### src/rtl/regfile_pkg.sv
`default_nettype none
// ============================================================================
// Module      : regfile_pkg
// Description : Shared definitions for the RV32I integer register file:
//               enable levels, bus widths, register count, the pending-write
//               counter width and the read-port mux helper.
// Ports       : none (package)
// Revision    : 1.0 - initial release
// ============================================================================
package regfile_pkg;

  localparam logic ENABLE  = 1'b1;
  localparam logic DISABLE = 1'b0;

  localparam int REG_W          = 32;  // RegBus width
  localparam int REG_ADDR_W     = 5;   // RegAddrBus width
  localparam int REG_NUM        = 32;  // x0..x31
  localparam int PEND_W_DEFAULT = 2;   // pending-writer counter width

  typedef logic [REG_W-1:0]          reg_bus_t;
  typedef logic [REG_ADDR_W-1:0]     reg_addr_bus_t;
  typedef logic [PEND_W_DEFAULT-1:0] pend_bus_t;

  localparam reg_bus_t      ZERO_WORD    = '0;
  localparam reg_addr_bus_t NOP_REG_ADDR = '0;

  // Read-port priority: disabled port, then x0, then same-cycle write-back
  // bypass, then the stored value.
  function automatic reg_bus_t read_mux(
    input logic          re,
    input reg_addr_bus_t raddr,
    input logic          we,
    input reg_addr_bus_t waddr,
    input reg_bus_t      wdata,
    input reg_bus_t      stored
  );
    reg_bus_t d;
    d = ZERO_WORD;
    if ((re == ENABLE) && (raddr != NOP_REG_ADDR)) begin
      if ((we == ENABLE) && (waddr == raddr)) begin
        d = wdata;
      end else begin
        d = stored;
      end
    end
    return d;
  endfunction

endpackage
`default_nettype wire

### src/rtl/regfile_sb.sv
`default_nettype none
// ============================================================================
// Module      : regfile_sb
// Description : Pending-write scoreboard for the register file. One
//               saturating counter per register tracks issued-but-not-yet-
//               written-back instructions; produces the decode stall from the
//               per-port RAW hazard compares and the counter-full condition.
// Ports       : clk, rst            - clock, async active-high reset
//               re1_i/raddr1_i      - read port 1 request
//               re2_i/raddr2_i      - read port 2 request
//               we_i/waddr_i        - write-back (retires one writer)
//               issue_i/issue_we_i/issue_waddr_i - issue (adds one writer)
//               stallreq_o          - hold decode (combinational)
// Revision    : 1.0 - initial release
// ============================================================================
module regfile_sb
  import regfile_pkg::*;
#(
  parameter int NREG   = REG_NUM,
  parameter int PEND_W = PEND_W_DEFAULT
) (
  input  logic                  clk,
  input  logic                  rst,
  input  logic                  re1_i,
  input  logic [REG_ADDR_W-1:0] raddr1_i,
  input  logic                  re2_i,
  input  logic [REG_ADDR_W-1:0] raddr2_i,
  input  logic                  we_i,
  input  logic [REG_ADDR_W-1:0] waddr_i,
  input  logic                  issue_i,
  input  logic                  issue_we_i,
  input  logic [REG_ADDR_W-1:0] issue_waddr_i,
  output logic                  stallreq_o
);

  localparam logic [PEND_W-1:0] PEND_MAX = {PEND_W{1'b1}};
  localparam logic [PEND_W-1:0] PEND_ONE = PEND_W'(1);

  logic [PEND_W-1:0] pend_q [NREG];
  logic [PEND_W-1:0] pend_d [NREG];

  logic hz1;
  logic hz2;
  logic fullq;
  logic stall;
  logic accept;

  // A source is hazardous while any writer is in flight, except when the
  // only remaining writer lands this cycle: the bypass mux supplies its data.
  always_comb begin
    hz1 = (re1_i == ENABLE) && (raddr1_i != NOP_REG_ADDR) &&
          (pend_q[raddr1_i] != '0) &&
          !((we_i == ENABLE) && (waddr_i == raddr1_i) && (pend_q[raddr1_i] == PEND_ONE));
    hz2 = (re2_i == ENABLE) && (raddr2_i != NOP_REG_ADDR) &&
          (pend_q[raddr2_i] != '0) &&
          !((we_i == ENABLE) && (waddr_i == raddr2_i) && (pend_q[raddr2_i] == PEND_ONE));

    // A full counter can still take a new writer when one retires this cycle.
    fullq = (issue_i == ENABLE) && (issue_we_i == ENABLE) &&
            (issue_waddr_i != NOP_REG_ADDR) &&
            (pend_q[issue_waddr_i] == PEND_MAX) &&
            !((we_i == ENABLE) && (waddr_i == issue_waddr_i));

    stall  = !rst && (hz1 || hz2 || fullq);
    // A stalled issue never reaches the counters, so they cannot wrap.
    accept = (issue_i == ENABLE) && (issue_we_i == ENABLE) && !stall;
  end

  assign stallreq_o = stall;

  always_comb begin
    logic inc;
    logic dec;
    for (int r = 0; r < NREG; r++) begin
      pend_d[r] = pend_q[r];
      inc = accept && (issue_waddr_i == REG_ADDR_W'(r));
      dec = (we_i == ENABLE) && (waddr_i == REG_ADDR_W'(r));
      if (r == 0) begin
        pend_d[r] = '0;
      end else if (inc && !dec) begin
        pend_d[r] = pend_q[r] + PEND_ONE;
      end else if (dec && !inc && (pend_q[r] != '0)) begin
        // Retiring with nothing pending is a protocol error; hold at zero.
        pend_d[r] = pend_q[r] - PEND_ONE;
      end
    end
  end

  always_ff @(posedge clk or posedge rst) begin
    if (rst) begin
      for (int r = 0; r < NREG; r++) begin
        pend_q[r] <= '0;
      end
    end else begin
      for (int r = 0; r < NREG; r++) begin
        pend_q[r] <= pend_d[r];
      end
    end
  end

endmodule
`default_nettype wire

### src/rtl/regfile.sv
`default_nettype none
// ============================================================================
// Module      : regfile
// Description : RV32I integer register file x0..x31 with one write-back port,
//               two combinational read ports with same-cycle write bypass,
//               and a pending-write scoreboard driving the decode stall.
// Ports       : clk, rst            - clock, async active-high reset
//               re1_i/raddr1_i/rdata1_o - read port 1
//               re2_i/raddr2_i/rdata2_o - read port 2
//               we_i/waddr_i/wdata_i    - write-back
//               issue_i/issue_we_i/issue_waddr_i - decode issue
//               stallreq_o          - hold decode (combinational)
// Revision    : 1.0 - initial release
// ============================================================================
module regfile
  import regfile_pkg::*;
#(
  parameter int NREG   = REG_NUM,
  parameter int PEND_W = PEND_W_DEFAULT
) (
  input  logic                  clk,
  input  logic                  rst,
  input  logic                  re1_i,
  input  logic [REG_ADDR_W-1:0] raddr1_i,
  input  logic                  re2_i,
  input  logic [REG_ADDR_W-1:0] raddr2_i,
  output logic [REG_W-1:0]      rdata1_o,
  output logic [REG_W-1:0]      rdata2_o,
  input  logic                  we_i,
  input  logic [REG_ADDR_W-1:0] waddr_i,
  input  logic [REG_W-1:0]      wdata_i,
  input  logic                  issue_i,
  input  logic                  issue_we_i,
  input  logic [REG_ADDR_W-1:0] issue_waddr_i,
  output logic                  stallreq_o
);

  logic [REG_W-1:0] regs_q [NREG];
  logic [REG_W-1:0] regs_d [NREG];

  // Storage update; x0 is forced to zero so it never holds written data.
  always_comb begin
    for (int r = 0; r < NREG; r++) begin
      regs_d[r] = regs_q[r];
    end
    if ((we_i == ENABLE) && (waddr_i != NOP_REG_ADDR)) begin
      regs_d[waddr_i] = wdata_i;
    end
    regs_d[0] = ZERO_WORD;
  end

  always_ff @(posedge clk or posedge rst) begin
    if (rst) begin
      for (int r = 0; r < NREG; r++) begin
        regs_q[r] <= ZERO_WORD;
      end
    end else begin
      for (int r = 0; r < NREG; r++) begin
        regs_q[r] <= regs_d[r];
      end
    end
  end

  // Reads are forced to zero while reset is held so a write-back presented
  // during reset cannot leak through the bypass path.
  always_comb begin
    rdata1_o = ZERO_WORD;
    rdata2_o = ZERO_WORD;
    if (!rst) begin
      rdata1_o = read_mux(re1_i, raddr1_i, we_i, waddr_i, wdata_i, regs_q[raddr1_i]);
      rdata2_o = read_mux(re2_i, raddr2_i, we_i, waddr_i, wdata_i, regs_q[raddr2_i]);
    end
  end

  regfile_sb #(
    .NREG   (NREG),
    .PEND_W (PEND_W)
  ) u_sb (
    .clk           (clk),
    .rst           (rst),
    .re1_i         (re1_i),
    .raddr1_i      (raddr1_i),
    .re2_i         (re2_i),
    .raddr2_i      (raddr2_i),
    .we_i          (we_i),
    .waddr_i       (waddr_i),
    .issue_i       (issue_i),
    .issue_we_i    (issue_we_i),
    .issue_waddr_i (issue_waddr_i),
    .stallreq_o    (stallreq_o)
  );

endmodule
`default_nettype wire
### config.mk
export PLATFORM = sky130hd
export DESIGN_NAME = regfile
export DESIGN_NICKNAME = d
export VERILOG_FILES = /design/src/rtl/regfile_pkg.sv /design/src/rtl/regfile_sb.sv /design/src/rtl/regfile.sv
export SDC_FILE = /design/constraint.sdc
export NUM_CORES = 2
export LEC_CHECK = 0
export ABC_CLOCK_PERIOD_IN_PS = 37800
export CORE_ASPECT_RATIO = 1.2
export CORE_MARGIN = 8
export CORE_UTILIZATION = 35
export DETAILED_ROUTE_END_ITERATION = 10
export GPL_ROUTABILITY_DRIVEN = 0
export GPL_TIMING_DRIVEN = 0
export PLACE_DENSITY_LB_ADDON = 0.2
export SYNTH_ARGS = -nofsm -noshare
export SYNTH_HDL_FRONTEND = slang
export SYNTH_SLANG_ARGS = --single-unit
### constraint.sdc
create_clock -name clk -period 37.8 [get_ports clk]
set_input_delay 5.67 -clock clk [delete_from_list [all_inputs] [get_ports clk]]
set_output_delay 5.67 -clock clk [all_outputs]
set_load 0.1 [all_outputs]
==> run metrics <==
ratio of cells with drive above 1 in the final layout 0.364; Post-CTS Setup Bufs 0; HP Class flop to flop; DRC Markers 0; Worst R2R Setup Slack 34.20 ns; ordered list of cells on the worst path buf_6, buf_6, buf_2, clkbuf_1, clkbuf_1, clkbuf_1, mux4_2, mux4_2, mux2i_1, nor2_1, a21oi_1, nor2_1, clkdlybuf4s50_1; syn avg cell area 13.2 um2; crit start category input pin; failing checks capacitance limit, slew limit; Final Max Slew Viols 22; sequential area share after synthesis 0.442; WL/cell 33.1 um; count of final setup violators 0; max cap viols 2; area delta synth->final 14.4%; Period Utilization, post-route 0.470; Die X-Extent 393 um; Num CTS Buffers 117; Hold Crit Start regs_q[152]; 1st-pass router iterations 5; final net count 4849; Worst EP required 32.13 ns; area of the multi-input gates 0.0315 mm2; met1 Resource Use GR 0.342; slowest stage cell, crit path clkbuf_1; VDD IR max 38.2 uV; R2R Path Start u_sb.pend_q[21]; unrepaired setup endpoints after global routing no; status finished, violations left; Post-Syn Area 0.0597 mm2; Vias/cell 6.02; initial antenna violation count 11; die area 0.184 mm2; Sink Count 1054; Fill cells 16000; Vias 43100; Post-synth EDFFs 0; Netlist cell types 69; WHS 0.494 ns; Worst-Margin Slew 1.55 ns; slew margin rel. -0.0346; Post-synth top cells dfrtp_1 (1054), mux2_2 (848), nand2_1 (744); fraction of registers with async set/reset 1.00; post-synth top area cell dfrtp_1; Leakage Power 29.2 nW; Root Buffer clkbuf_16; Starting Density 0.351; number of cells on the worst hold path 2; #FFs+latches synth 1054; Top FF cell, synth dfrtp_1; most frequent cell after synthesis dfrtp_1; register area 0.0264 mm2; hold buffers post-CTS 0; Antenna Nets Post-Route 0; Worst Path Max Fanout 10; vias in the first global route 43700; DP HPWL 169000 um; reg2reg end u_sb.pend_q[38]; synth top area cells dfrtp_1 (44%), mux4_2 (23%), mux2_2 (16%), nand2_1 (4.7%), clkbuf_1 (2.1%); PostCTS Resize Cnt 0; final worst path period need 17.75 ns; first-pass GRT wire length 335000 um; R2R cell count 8; worst path arrival time 12.09 ns; gr usage total 0.255; met3 Usage GRT 0.0608; Worst Hold Path EP regs_q[152]; port buffer count 110; worst path bufs/invs 7; Hold Fails Final Rpt 0; total gr overflow 0; met2 global-route usage 0.396; Crit Path Class input pin to output pin; CTS tree done; Ports 124; Die Y 468 um; layer with the highest usage met2; yosys warns 0; f_max 56.3 MHz; Max Clock Skew 0.0138 ns; Synthesized Nets 4586; core area 0.170 mm2; worst skew pair latency 0.79 ns; largest net degree at the start of global routing 43; row cnt 166; Syn Inst Count 4527; Top cell by count, worst path clkbuf_1; Iter 0 DRT Violations 4460; maximum clock insertion buffer count 3; critical path endpoint category output pin; Crit path max-delay family buffers and inverters; CP max stage delay 1.11 ns; DRT Wirelength 237000 um; PD cells 51.6 mW/mm2; share of the synthesized area in the top cell type 0.442; H-tree levels 3; Reg clk slew, reported paths 0.06 ns; Pwr Total 0.00352 W
cells by family after synthesis:
group	share of synthesized area
AO/OA/AOI/OAI	0.0348
multiplexers	0.405
flip-flops	0.442
AND/OR/NAND/NOR	0.0802
XOR/XNOR	0.00675
buffers and inverters	0.0313
how the worst max path moves through the flow:
stage                     slack, ns            to         from  cells past startpoint
after global routing          20.06  rdata1_o[11]  raddr1_i[1]                     13
after detailed placement      20.14  rdata1_o[27]  raddr1_i[1]                     13
after CTS                     20.13  rdata1_o[26]  raddr1_i[1]                     13
final                         20.05  rdata2_o[26]  raddr2_i[1]                     13
after global placement        -7.70    stallreq_o          rst                      7
after floorplan                6.03   rdata2_o[0]          rst                      3
power by group:
group / internal [W] / switching [W]
Sequential: 0.00134 / 0.000162
Combinational: 0.000440 / 0.000386
Clock: 0.000687 / 0.000507
through the flow:
stage	utilization	setup WS (ns)	instances	instance area [um2]	TNS [ns]
final	0.402	20.05	7168	68300	0
after CTS	0.401	20.13	7157	68300	0
after global placement	0.374	-7.70	6905	63700	-320.36
after detailed placement	0.378	20.14	6939	64400	0
after floorplan	-	6.03	4527	59700	0
after global routing	0.402	20.06	7160	68300	0
cell type report:
| class | count | area share |
|---|---|---|
| inverter | 24 | 0.00137 |
| clock inverter | 30 | 0.00452 |
| antenna | 11 | 0.000403 |
| tap | 2268 | 0.0415 |
| multi-input combinational | 2996 | 0.461 |
| buffer | 453 | 0.0266 |
| clock buffer | 188 | 0.0531 |
| timing repair buffer | 144 | 0.0259 |
| sequential | 1054 | 0.386 |
per-layer routing:
layer,wire length (um),up-vias
met4,11300,0
met2,108000,2148
met3,21100,486
met1,96800,23100
met5,0,-
li1,-,17400
registers in the layout, summed over array words and instances, names as in the netlist:
register,count
regs_q,992
u_sb.pend_q,62
cells in the final DEF, fill, tap and decap left out, types with 64 or more instances in the layout:
cell type,Yosys,final
dfrtp_1,1054,1054
mux2_2,848,848
nand2_1,744,744
mux4_2,612,612
clkbuf_1,342,360
nor2_1,171,168
clkbuf_16,0,119
clkdlybuf4s50_1,0,110
a21oi_1,97,97
mux2i_1,84,84
buf_1,84,64
a22o_1,64,64
worst reg2reg max path, cell delays in order (launching register included):
cell and delay, ns:
dfrtp_1 0.48, mux4_2 0.49, mux2_2 0.27, o32ai_1 0.51, o22ai_1 0.35, nor3_2 0.57
clkbuf_1 0.49, a21oi_1 0.14, a22oi_1 0.22
Power figures use the tool's default switching activity.
